--- config.mk ---
export PLATFORM = sky130hd
export DESIGN_NAME = uart_frame_assembler
export DESIGN_NICKNAME = d
export VERILOG_FILES = /design/src/rtl/uart_frame_assembler.sv
export SDC_FILE = /design/constraint.sdc
export NUM_CORES = 1
export LEC_CHECK = 0
export BUFFER_PORTS_ARGS = -buffer_cell sky130_fd_sc_hd__buf_4
export CELL_PAD_IN_SITES_DETAIL_PLACEMENT = 1
export CELL_PAD_IN_SITES_GLOBAL_PLACEMENT = 2
export CORE_ASPECT_RATIO = 0.7
export CORE_MARGIN = 2
export CORE_UTILIZATION = 35
export DETAILED_ROUTE_END_ITERATION = 16
export PLACE_DENSITY_LB_ADDON = 0.2
export SYNTH_ARGS = -nofsm -noshare
export SYNTH_HDL_FRONTEND = slang
export SYNTH_SLANG_ARGS = --single-unit
export TNS_END_PERCENT = 100
--- constraint.sdc ---
create_clock -name clk_i -period 2.6 [get_ports clk_i]
set_input_delay 0.13 -clock clk_i [delete_from_list [all_inputs] [get_ports clk_i]]
set_output_delay 0.13 -clock clk_i [all_outputs]
set_load 0.02 [all_outputs]
--- src/rtl/uart_frame_assembler.sv ---
// Byte-to-word assembler: detects a sync run, packs bytes MSB-first into BYTES-wide words,
// closes the frame on an all-END word, and reports inter-byte timeouts and dropped words.
module uart_frame_assembler #(
   parameter int unsigned BYTES          = 8,
   parameter logic [7:0]  SYNC_BYTE      = 8'hAA,
   parameter logic [7:0]  END_BYTE       = 8'h55,
   parameter int unsigned TIMEOUT_CYCLES = 50000
) (
   input  logic               clk_i,
   input  logic               reset_i,
   input  logic               rx_valid_i,
   input  logic [7:0]         rx_data_i,
   input  logic               word_ready_i,
   output logic [8*BYTES-1:0] word_data_o,
   output logic               word_valid_o,
   output logic               active_o,
   output logic               frame_end_o,
   output logic               err_timeout_o,
   output logic               err_overflow_o
);

   localparam int unsigned W     = 8 * BYTES;
   localparam int unsigned CNT_W = $clog2(BYTES);
   localparam int unsigned TMO_W = (TIMEOUT_CYCLES > 0) ? $clog2(TIMEOUT_CYCLES + 1) : 1;

   localparam logic [W-1:0]     SYNC_WORD = {BYTES{SYNC_BYTE}};
   localparam logic [W-1:0]     END_WORD  = {BYTES{END_BYTE}};
   localparam logic [CNT_W-1:0] LAST_BYTE = CNT_W'(BYTES - 1);
   localparam logic [TMO_W-1:0] TMO_LAST  = TMO_W'(TIMEOUT_CYCLES - 1);

   typedef enum logic {
      ST_IDLE,
      ST_ACTIVE
   } state_e;

   state_e           state_q;
   // Only BYTES-1 bytes need storing: the newest byte comes straight from rx_data_i.
   logic [W-9:0]     shift_q;
   logic [CNT_W-1:0] byte_cnt_q;
   logic [TMO_W-1:0] tmo_q;
   logic [W-1:0]     word_data_q;
   logic             word_valid_q;
   logic             active_q;
   logic             frame_end_q;
   logic             err_timeout_q;
   logic             err_overflow_q;
   logic [W-1:0]     shift_d;

   assign shift_d = {shift_q, rx_data_i};

   always_ff @(posedge clk_i) begin
      if (reset_i) begin
         state_q        <= ST_IDLE;
         shift_q        <= '0;
         byte_cnt_q     <= '0;
         tmo_q          <= '0;
         word_data_q    <= '0;
         word_valid_q   <= 1'b0;
         active_q       <= 1'b0;
         frame_end_q    <= 1'b0;
         err_timeout_q  <= 1'b0;
         err_overflow_q <= 1'b0;
      end else begin
         frame_end_q    <= 1'b0;
         err_timeout_q  <= 1'b0;
         err_overflow_q <= 1'b0;
         if (word_ready_i) begin
            word_valid_q <= 1'b0;
         end

         case (state_q)
            ST_IDLE: begin
               if (rx_valid_i) begin
                  if (shift_d == SYNC_WORD) begin
                     state_q    <= ST_ACTIVE;
                     active_q   <= 1'b1;
                     shift_q    <= '0;
                     byte_cnt_q <= '0;
                     tmo_q      <= '0;
                  end else begin
                     shift_q <= shift_d[W-9:0];
                  end
               end
            end

            ST_ACTIVE: begin
               if (rx_valid_i) begin
                  shift_q <= shift_d[W-9:0];
                  tmo_q   <= '0;
                  if (byte_cnt_q == LAST_BYTE) begin
                     byte_cnt_q <= '0;
                     if (shift_d == END_WORD) begin
                        state_q     <= ST_IDLE;
                        active_q    <= 1'b0;
                        frame_end_q <= 1'b1;
                     end else if (!word_valid_q || word_ready_i) begin
                        word_data_q  <= shift_d;
                        word_valid_q <= 1'b1;
                     end else begin
                        err_overflow_q <= 1'b1;
                     end
                  end else begin
                     byte_cnt_q <= byte_cnt_q + CNT_W'(1);
                  end
               end else if (TIMEOUT_CYCLES != 0 && byte_cnt_q != '0) begin
                  // Partial word idle too long: discard it but stay in the frame.
                  if (tmo_q == TMO_LAST) begin
                     byte_cnt_q    <= '0;
                     tmo_q         <= '0;
                     shift_q       <= '0;
                     err_timeout_q <= 1'b1;
                  end else begin
                     tmo_q <= tmo_q + TMO_W'(1);
                  end
               end
            end
         endcase
      end
   end

   assign word_data_o    = word_data_q;
   assign word_valid_o   = word_valid_q;
   assign active_o       = active_q;
   assign frame_end_o    = frame_end_q;
   assign err_timeout_o  = err_timeout_q;
   assign err_overflow_o = err_overflow_q;

endmodule
==> flow_summary.yaml, run 1 <==
logic_synthesis:
  syn_area_sq_um: 6400
  yosysUniqueCellTypes: 53
  yosys_warnings: 0
  synthCells: 720
  ys_async_sr_fraction_pct: 0
  synth-edff-count: 0
  ys.flop_type: "dfxtp_1"
  syn-num-nets: 736
  ys_seq_area_share_pct: 45.4
  ys_ff_latch: 145
  netlist.area_leader.share_pct: 45.4
  synth_area_leaders: "dfxtp_1 45%, nand2_1 11%, mux2i_1 10%, nor4bb_1 3.8%, a22oi_1 3.5%"
  synth_top_cell_by_area: "dfxtp_1"
  synth.avg_cell_area_sq_um: 8.89
layout:
  finalNonFillerCells: 1042
  diodes: 0
  finalInstanceArea_sq_um: 7940
  fillers: 2069
  area_growth_pct: 24.1
  layout-drive-gt1-share_pct: 18.7
  layout.nets: 810
  fin_util_pct: 44.2
floorplan:
  ios: 81
  die-height_um: 117
  start_util_pct: 35.6
  die_area_sq_um: 19400
  core_sq_um: 18000
  die_w_um: 166
  fp-row-count: 41
route:
  vias_per_cell: 5.49
  wl_met2_um: 8230
  wl_per_cell_um: 19.6
  highest_layer: "met4"
  met3_wirelength_um: 1170
  routed_wirelength_um: 20400
  wl_met1_um: 10700
  detail-route-antenna-nets: 0
  dr.pass1.iters: 7
  routed-via-count: 5724
  drtIter0Drc: 477
  route.detailed.drc: 0
run:
  drv_cap: 0
critical_path:
  start_kind: "flop"
  path_delay_family: "simple AND/OR/NAND/NOR gates"
  cp.arrival_ps: 2790
  worstSetupEndpointType: "flop"
  reg2regPathDepth: 5
  path_class: "flop to flop"
  critical_path_peak_fanout: 38
  slowest_stage: "or4_4"
  cp_num_buf_inv: 0
  critical_path.max_stage_delay_ps: 810
  crit_cells: 5
  r2r-start: "shift_q[38]"
  rrSetupSlack_ps: 150
  rr_endpoint: "tmo_q[8]"
  crit_chain: "nor4b_1 -> nand4_1 -> or4_4 -> a21o_1 -> o32ai_1"
  critical_path_required_ps: 2940
grt:
  track_usage_pct: 21.2
  antenna_found_initial: 1
  grt_pass1_vias: 5659
  grt_pass1_wl_um: 32300
  grt_max_degree: 90
  grt_overflow: 0
placed_design:
  routabilityCongestion: 0.853
  dp_hpwl_um: 13900
  dpl_cell_area_sq_um: 7250
  port_buffers: 80
  pre_cts_slack_ps: 174
  dp.cells: 1007
power:
  p_seq_share_pct: 43.4
  p_sw_mw: 1.13
  p_int_mw: 4.06
  total_leakage_power_nw: 2.70
  netSwitchingFraction_pct: 21.8
  power_density_nw_per_um2: 654
  power_mw: 5.19
  clkPwrFrac_pct: 53.0
  p_comb_share_pct: 3.6
  vdd_drop_max_mv: 0.332
timing:
  max_freq_mhz: 408
  setup_viol: 0
  fin_hold_ws_ps: 18.7
  min_period_over_period_pct: 94.4
  slew_violations: 0
  setup_tns_ps: 0
  relSlewSlack_pct: 39.0
  clock_skew_ps: 9.22
  rsz0062_at_grt: "no"
  worst_pin_slew_ps: 915
  fin_crit_ps: 2450
  layout_setup_ws_ps: 147
  hold_viol_final: 0
clock_network:
  cts_root_buf: "clkbuf_16"
  cts_tree: "built"
  clockBufferDepth: 2
  post-cts-setup-buffers: 0
  cts_made_buffers: 17
  htree_num_levels: 4
  clkLatencyLatePin_ps: 430
  clk_pin_slew_ps: 60
  clock_sinks: 145
hold_path:
  hp-class: "primary input to flop"
  whs_path_depth: 3
  hold_end: "word_data_o[3]"
  worstHoldStart: "rx_data_i[3]"
run_status:
  status: "finished, final reports clean"
tightest hold or removal path: stages:
cell and delay (ps):
buf_4 150, nand2_1 60, mux2i_1 60
layout by cell type, fill, tap and decap left out, types with 5 or more instances in the layout:
cell type    n
a21oi_1     32
nor4bb_1    24
mux2i_1     65
a22oi_1     30
o211ai_1    28
nand3_1     15
clkbuf_16   17
or3_1       10
buf_4      105
nand2_1    185
nor2_1      30
dfxtp_1    145
bufinv_16    5
and4b_1      5
nand4_1     11
o21ai_0      8
a211o_1      6
inv_1        7
o32ai_1      6
area by class of cell:
type	instances	area, sq um	share of cell area, %
Clock inverter	10	181	2.29
Sequential cell	145	2900	36.6
Clock buffer	21	470	5.93
Multi-Input combinational cell	510	3180	40.1
Tap cell	236	295	3.72
Inverter	9	36.3	0.457
Timing Repair Buffer	111	868	10.9
cells in the mapped netlist, types with 6 or more instances:
cell	n
inv_1	7
nand2_1	185
nor2_1	30
mux2i_1	65
o32ai_1	6
nand3_1	15
o211ai_1	28
dfxtp_1	145
buf_2	8
buf_6	8
o21ai_0	8
or3_1	10
a211o_1	6
nor4bb_1	24
clkbuf_1	35
nand4_1	11
a21oi_1	32
a22oi_1	30
flip-flops by register name (all words and copies together), names as in the netlist:
signal	cells
word_data_o	64
shift_q	56
frame_end_o	1
state_q	1
tmo_q	16
err_overflow_o	1
byte_cnt_q	3
word_valid_o	1
err_timeout_o	1
active_o	1
cells by family after synthesis:
logic type / count (synthesis) / share of synthesized area [%]
fa+ha+maj: 4 / 0.782
flops: 145 / 45.4
simple gates: 313 / 24.6
buf+inv: 65 / 4.97
mux: 65 / 10.2
compound gates: 128 / 14.2
metal layers:
layer  track usage [%]  vias to the layer above
met5                 0                        -
met4              6.55                        0
met3              5.41                       24
met2              29.7                      153
met1              31.7                     2833
li1                  -                     2714
how the worst max path moves through the flow:
stage	from	end	slack [ps]
after global routing	shift_q[38]	tmo_q[8]	30
after global placement	shift_q[34]	word_data_o[10]	250
after detailed placement	shift_q[11]	tmo_q[8]	170
after floorplan	tmo_q[7]	shift_q[40]	620
after CTS	shift_q[11]	tmo_q[8]	160
final	shift_q[38]	tmo_q[8]	150
power by group through the flow:
| stage | registers [mW] | logic, mW | clock network, mW |
|---|---|---|---|
| finish | 2.26 | 0.185 | 2.75 |
| floorplan | 2.30 | 0.111 | 0 |
| global route | 2.26 | 0.201 | 2.89 |
| global placement | 2.30 | 0.178 | 0 |
| CTS | 2.25 | 0.185 | 2.78 |
| detailed placement | 2.30 | 0.180 | 0 |
timing repair:
item | CTS | global route
resized for setup | 0 | 0
hold buffers | 4 | 0
endpoints found under the setup margin | 0 | 0
endpoints found under the hold margin | 4 | 0
No activity file was read; power rests on OpenSTA's default activity.
==> run 2: changes to the inputs <==
--- a/config.mk
+++ b/config.mk
@@ -6,12 +6,11 @@
 export NUM_CORES = 1
 export LEC_CHECK = 0
 export BUFFER_PORTS_ARGS = -buffer_cell sky130_fd_sc_hd__buf_4
-export CELL_PAD_IN_SITES_DETAIL_PLACEMENT = 1
-export CELL_PAD_IN_SITES_GLOBAL_PLACEMENT = 2
 export CORE_ASPECT_RATIO = 0.7
 export CORE_MARGIN = 2
-export CORE_UTILIZATION = 35
+export CORE_UTILIZATION = 45
 export DETAILED_ROUTE_END_ITERATION = 16
+export GPL_TIMING_DRIVEN = 0
 export PLACE_DENSITY_LB_ADDON = 0.2
 export SYNTH_ARGS = -nofsm -noshare
 export SYNTH_HDL_FRONTEND = slang
==> flow_summary.yaml, run 2 (same netlist as run 1, synthesis figures left out) <==
run_status:
  status: "finished, final reports clean"
floorplan:
  die_w_um: 147
  start_util_pct: 46.0
  die_area_sq_um: 15200
  die-height_um: 104
  ios: 81
  fp-row-count: 36
  core_sq_um: 13900
route:
  routed-via-count: 5871
  vias_per_cell: 5.72
  dr.pass1.iters: 5
  routed_wirelength_um: 18500
  drtIter0Drc: 683
  detail-route-antenna-nets: 0
  route.detailed.drc: 0
  wl_per_cell_um: 18.0
critical_path:
  path_class: "flop to flop"
  reg2regPathDepth: 7
  slowest_stage: "nor4_4"
  cp_num_buf_inv: 1
  path_delay_family: "simple AND/OR/NAND/NOR gates"
  critical_path_peak_fanout: 10
  critical_path.max_stage_delay_ps: 450
  start_kind: "flop"
  cp.arrival_ps: 2680
  critical_path_required_ps: 2900
  crit_cells: 7
  worstSetupEndpointType: "flop"
  crit_chain: "ha_1 -> nand4b_1 -> nor4_4 -> a31oi_4 -> clkbuf_1 -> nand2_1 -> a21oi_1"
placed_design:
  routabilityCongestion: 0.906
  port_buffers: 79
  dp_hpwl_um: 13200
  dp.cells: 989
layout:
  finalNonFillerCells: 1027
  layout.nets: 841
  final_common_cell: "nand2_1"
  largest_register_ff_count: 64
  area_growth_pct: 24.0
  diodes: 0
  layout-drive-gt1-share_pct: 16.6
  fillers: 1254
  most-common-layout-cells: "185 x nand2_1, 145 x dfxtp_1, 80 x buf_4, 65 x mux2i_1, 36 x clkbuf_1"
grt:
  track_usage_pct: 24.8
  grt_pass1_wl_um: 29700
  grt_max_degree: 17
  grt_overflow: 0
  antenna_found_initial: 0
  grt_pass1_vias: 5464
timing:
  fin_hold_ws_ps: 23.5
  hold_viol_final: 0
  rsz0062_at_grt: "no"
  clock_skew_ps: 13.6
  fin_crit_ps: 2380
  worst_pin_slew_ps: 761
  relSlewSlack_pct: 49.3
  max_freq_mhz: 420
  min_period_over_period_pct: 91.6
  slew_violations: 0
  setup_viol: 0
  setup_tns_ps: 0
hold_path:
  hp-class: "primary input to flop"
  whs_path_depth: 3
power:
  netSwitchingFraction_pct: 22.0
  p_comb_share_pct: 3.8
  p_seq_share_pct: 44.9
  p_int_mw: 3.92
  total_leakage_power_nw: 2.68
  p_sw_mw: 1.10
  power_density_nw_per_um2: 634
  clkPwrFrac_pct: 51.3
  vdd_drop_max_mv: 0.506
clock_network:
  clk_pin_slew_ps: 60
  clkLatencyLatePin_ps: 430
  cts_tree: "built"
  clockBufferDepth: 2
  cts_made_buffers: 17
  clock_sinks: 145
  cts_root_buf: "clkbuf_16"
  htree_num_levels: 4
run:
  drv_cap: 0
[run 2: stage by stage]
stage	setup slack [ps]	util (%)	cell area [sq um]	total power, mW
floorplan	615	-	6400	2.41
global placement	201	51.9	7230	2.48
detailed placement	155	51.9	7230	2.48
CTS	115	56.9	7920	5.05
global route	6.76	57.0	7930	5.17
finish	218	57.0	7930	5.03
[run 2: layout make-up]
type | instances | area (sq um) | area share, %
Sequential cell | 145 | 2900 | 36.6
Timing Repair Buffer | 86 | 663 | 8.36
Tap cell | 190 | 238 | 3.00
Multi-Input combinational cell | 510 | 3190 | 40.2
Clock buffer | 23 | 498 | 6.28
Inverter | 9 | 33.8 | 0.426
Buffer | 56 | 284 | 3.58
Clock inverter | 8 | 126 | 1.59
[run 2: power groups by stage]
stage	sequential, mW	clock [mW]	combinational (mW)
2_1_floorplan	2.30	0	0.111
3_3_place_gp	2.31	0	0.174
3_5_place_dp	2.31	0	0.179
4_1_cts	2.26	2.61	0.188
5_1_grt	2.26	2.71	0.207
6_report	2.26	2.58	0.191
[run 2: final timing paths]
check                                      from               to  slack (ps)
worst min register to register  word_data_o[18]  word_data_o[18]         450
worst max register to register         tmo_q[0]      shift_q[17]         220
worst min-delay path               rx_data_i[4]   word_data_o[4]          20
worst max-delay path                   tmo_q[0]      shift_q[17]         220
[run 2: worst register-to-register path, delay by kind of cell, from the launching register on]
| kind | cells | cell delay, ps |
|---|---|---|
| buf+inv | 1 | 300 |
| fa+ha+maj | 1 | 380 |
| flops | 1 | 440 |
| compound gates | 2 | 310 |
| simple gates | 3 | 820 |
[run 2: layer usage]
layer | vias up | global-route usage [%] | part of all wire [%]
met4 | 0 | 7.42 | 1.6
met3 | 28 | 7.00 | 8.2
met1 | 2800 | 37.7 | 50
li1 | 2795 | - | -
met5 | - | 0 | 0
met2 | 248 | 33.7 | 40
[run 2: timing repair]
item	CTS	global route
endpoints found under the hold margin	7	0
endpoints found under the setup margin	0	64
resized for setup	0	1
buffers inserted	0	0
hold buffers	7	0
==> run 3: changes to the inputs <==
--- a/config.mk
+++ b/config.mk
@@ -5,12 +5,14 @@
 export SDC_FILE = /design/constraint.sdc
 export NUM_CORES = 1
 export LEC_CHECK = 0
+export ABC_AREA = 1
 export BUFFER_PORTS_ARGS = -buffer_cell sky130_fd_sc_hd__buf_4
 export CORE_ASPECT_RATIO = 0.7
 export CORE_MARGIN = 2
-export CORE_UTILIZATION = 45
+export CORE_UTILIZATION = 25
 export DETAILED_ROUTE_END_ITERATION = 16
 export GPL_TIMING_DRIVEN = 0
+export MAX_ROUTING_LAYER = met4
 export PLACE_DENSITY_LB_ADDON = 0.2
 export SYNTH_ARGS = -nofsm -noshare
 export SYNTH_HDL_FRONTEND = slang
==> flow_summary.yaml, run 3 <==
run_status:
  status: "finished, final reports clean"
floorplan:
  start_util_pct: 25.5
  die_area_sq_um: 31000
  die_w_um: 210
  core_sq_um: 29000
  ios: 81
  die-height_um: 148
  fp-row-count: 52
logic_synthesis:
  synth.avg_cell_area_sq_um: 6.31
  synth_common_cells: "315 x nand2_1, 207 x inv_1, 149 x nor2_1"
  ys_ff_latch: 145
  yosysUniqueCellTypes: 29
  synth_area_leaders: "dfxtp_1 39%, nand2_1 16%, inv_1 11%, nor2_1 7.6%, nand4_1 6.4%"
  ys.flop_type: "dfxtp_1"
  synth_most_common_cell: "nand2_1"
  ys_async_sr_fraction_pct: 0
  syn-num-nets: 1187
  synthCells: 1171
  synth_top_cell_by_area: "dfxtp_1"
  netlist.area_leader.share_pct: 39.3
  synth-edff-count: 0
  yosys_warnings: 0
  syn_area_sq_um: 7390
  ys_seq_area_share_pct: 39.3
route:
  vias_per_cell: 4.29
  route.detailed.drc: 0
  wl_per_cell_um: 13.7
  drtIter0Drc: 474
  routed_wirelength_um: 22800
  routed-via-count: 7149
  detail-route-antenna-nets: 0
  dr.pass1.iters: 5
timing:
  setup_tns_ps: 0
  hold_viol_final: 0
  setup_viol: 0
  relSlewSlack_pct: 52.9
  min_period_over_period_pct: 85.1
  worst_pin_slew_ps: 707
  max_freq_mhz: 452
  layout_setup_ws_ps: 389
  clock_skew_ps: 13.5
  fin_crit_ps: 2210
  rsz0062_at_grt: "no"
  slew_violations: 0
run:
  drv_cap: 0
critical_path:
  cp.arrival_ps: 2540
  start_kind: "primary input"
  worstSetupEndpointType: "flop"
  path_class: "primary input to flop"
  cp_num_buf_inv: 5
  slowest_stage: "dlygate4sd3_1"
  critical_path.max_stage_delay_ps: 530
  crit_chain: "dlygate4sd3_1 -> buf_4 -> nor3_1 -> nand2_1 -> inv_1 -> nand2_1 -> nor2_1 -> nand2_1 -> nand3_2 -> buf_4 -> nand2_1 -> inv_1 -> nor2_1"
  critical_path_required_ps: 2930
  critical_path_peak_fanout: 10
  cpMostUsedCell: "nand2_1"
  path_delay_family: "simple AND/OR/NAND/NOR gates"
clock_network:
  cts_made_buffers: 17
  clock_sinks: 145
  clkLatencyLatePin_ps: 440
  cts_root_buf: "clkbuf_16"
  post-cts-setup-buffers: 0
  clk_pin_slew_ps: 60
  cts_tree: "built"
  cts_resized: 0
  clockBufferDepth: 2
  htree_num_levels: 4
grt:
  antenna_found_initial: 0
  track_usage_pct: 15.6
  grt_max_degree: 17
  grt_pass1_vias: 6554
  grt_pass1_wl_um: 36200
  grt_overflow: 0
layout:
  diodes: 0
  area_growth_pct: 23.8
  most-common-layout-cells: "315 x nand2_1, 207 x inv_1, 149 x nor2_1, 145 x dfxtp_1, 88 x buf_4"
  largest_register_ff_count: 64
  layout.nets: 1293
  final_common_cell: "nand2_1"
  fin_util_pct: 31.6
  layout-drive-gt1-share_pct: 11.8
  fillers: 3259
placed_design:
  dp_hpwl_um: 17000
  port_buffers: 79
  pre_cts_slack_ps: 436
  routabilityCongestion: 0.890
power:
  power_mw: 5.08
  vdd_drop_max_mv: 0.366
  total_leakage_power_nw: 3.82
  power_density_nw_per_um2: 555
hold_path:
  hp-class: "primary input to flop"
==> run 3: cell count changes in the layout (fill, tap and decap cells not counted), sizes merged, moves of 28 or more <==
cell and change:
mux2i -65, nand4 +65, nand3 +49, a21oi +41, o211ai -28, a22oi -31, nand2 +134, nor2 +122
inv +204
==> run 3: worst min-delay path, stage by stage <==
cell,delay (ps)
buf_4,110
nor2_4,50
inv_2,50
nor3_1,70
==> run 3: cell type report <==
type | count | area (sq um) | share of cell area, %
Sequential cell | 145 | 2900 | 31.7
Clock inverter | 9 | 129 | 1.41
Inverter | 237 | 890 | 9.72
Timing Repair Buffer | 87 | 673 | 7.35
Clock buffer | 23 | 488 | 5.33
Multi-Input combinational cell | 726 | 3250 | 35.5
Buffer | 63 | 349 | 3.81
Tap cell | 378 | 473 | 5.17
==> run 3: logic make-up (layout without fill, tap and decap cells) <==
| family | after synthesis | count (layout) | synth area share [%] |
|---|---|---|---|
| xor gates and xnor gates | 4 | 4 | 0.474 |
| AOI/OAI and AO/OA | 86 | 86 | 5.92 |
| and+or+nand+nor | 632 | 632 | 36.9 |
| DFF | 145 | 145 | 39.3 |
| adders and majority gates | 4 | 4 | 0.677 |
| buffers and inverters | 300 | 419 | 16.8 |
==> run 3: power breakdown <==
| group | internal [mW] | leakage (nW) | total [mW] | switching (mW) |
|---|---|---|---|---|
| combinational | 0.0657 | 2.35 | 0.204 | 0.138 |
| clock | 1.61 | 0.299 | 2.62 | 1.01 |
| sequential | 2.24 | 1.17 | 2.26 | 0.0219 |
==> run 3: metal layers <==
metal / vias up / GRT usage [%] / wire, um
li1: 3802 / - / -
met1: 3179 / 23.0 / 12500
met2: 149 / 21.2 / 8880
met3: 19 / 2.95 / 1120
met4: 0 / 4.36 / 275
met5: - / - / 0
==> run 3: path summary, 6_finish.rpt <==
path	start	to	slack, ps	cells past startpoint
setup / recovery	rx_data_i[1]	word_data_o[53]	390	13
hold / removal	rx_valid_i	err_timeout_o	40	4
setup reg to reg	tmo_q[0]	shift_q[14]	440	12
hold reg to reg	shift_q[23]	shift_q[23]	500	2
==> run 3: what timing repair did <==
item | CTS | global route
endpoints found under the hold margin | 8 | 0
hold buffers | 8 | 0
endpoints found under the setup margin | 0 | 0
==> run 3: through the flow <==
step                hold WS, ps  cells  cell area [sq um]
floorplan                   270   1171               7390
global route               27.8   1668               9160
detailed placement          422   1628               8460
CTS                        12.7   1668               9160
global placement            416   1628               8460
finish                     35.1   1668               9160
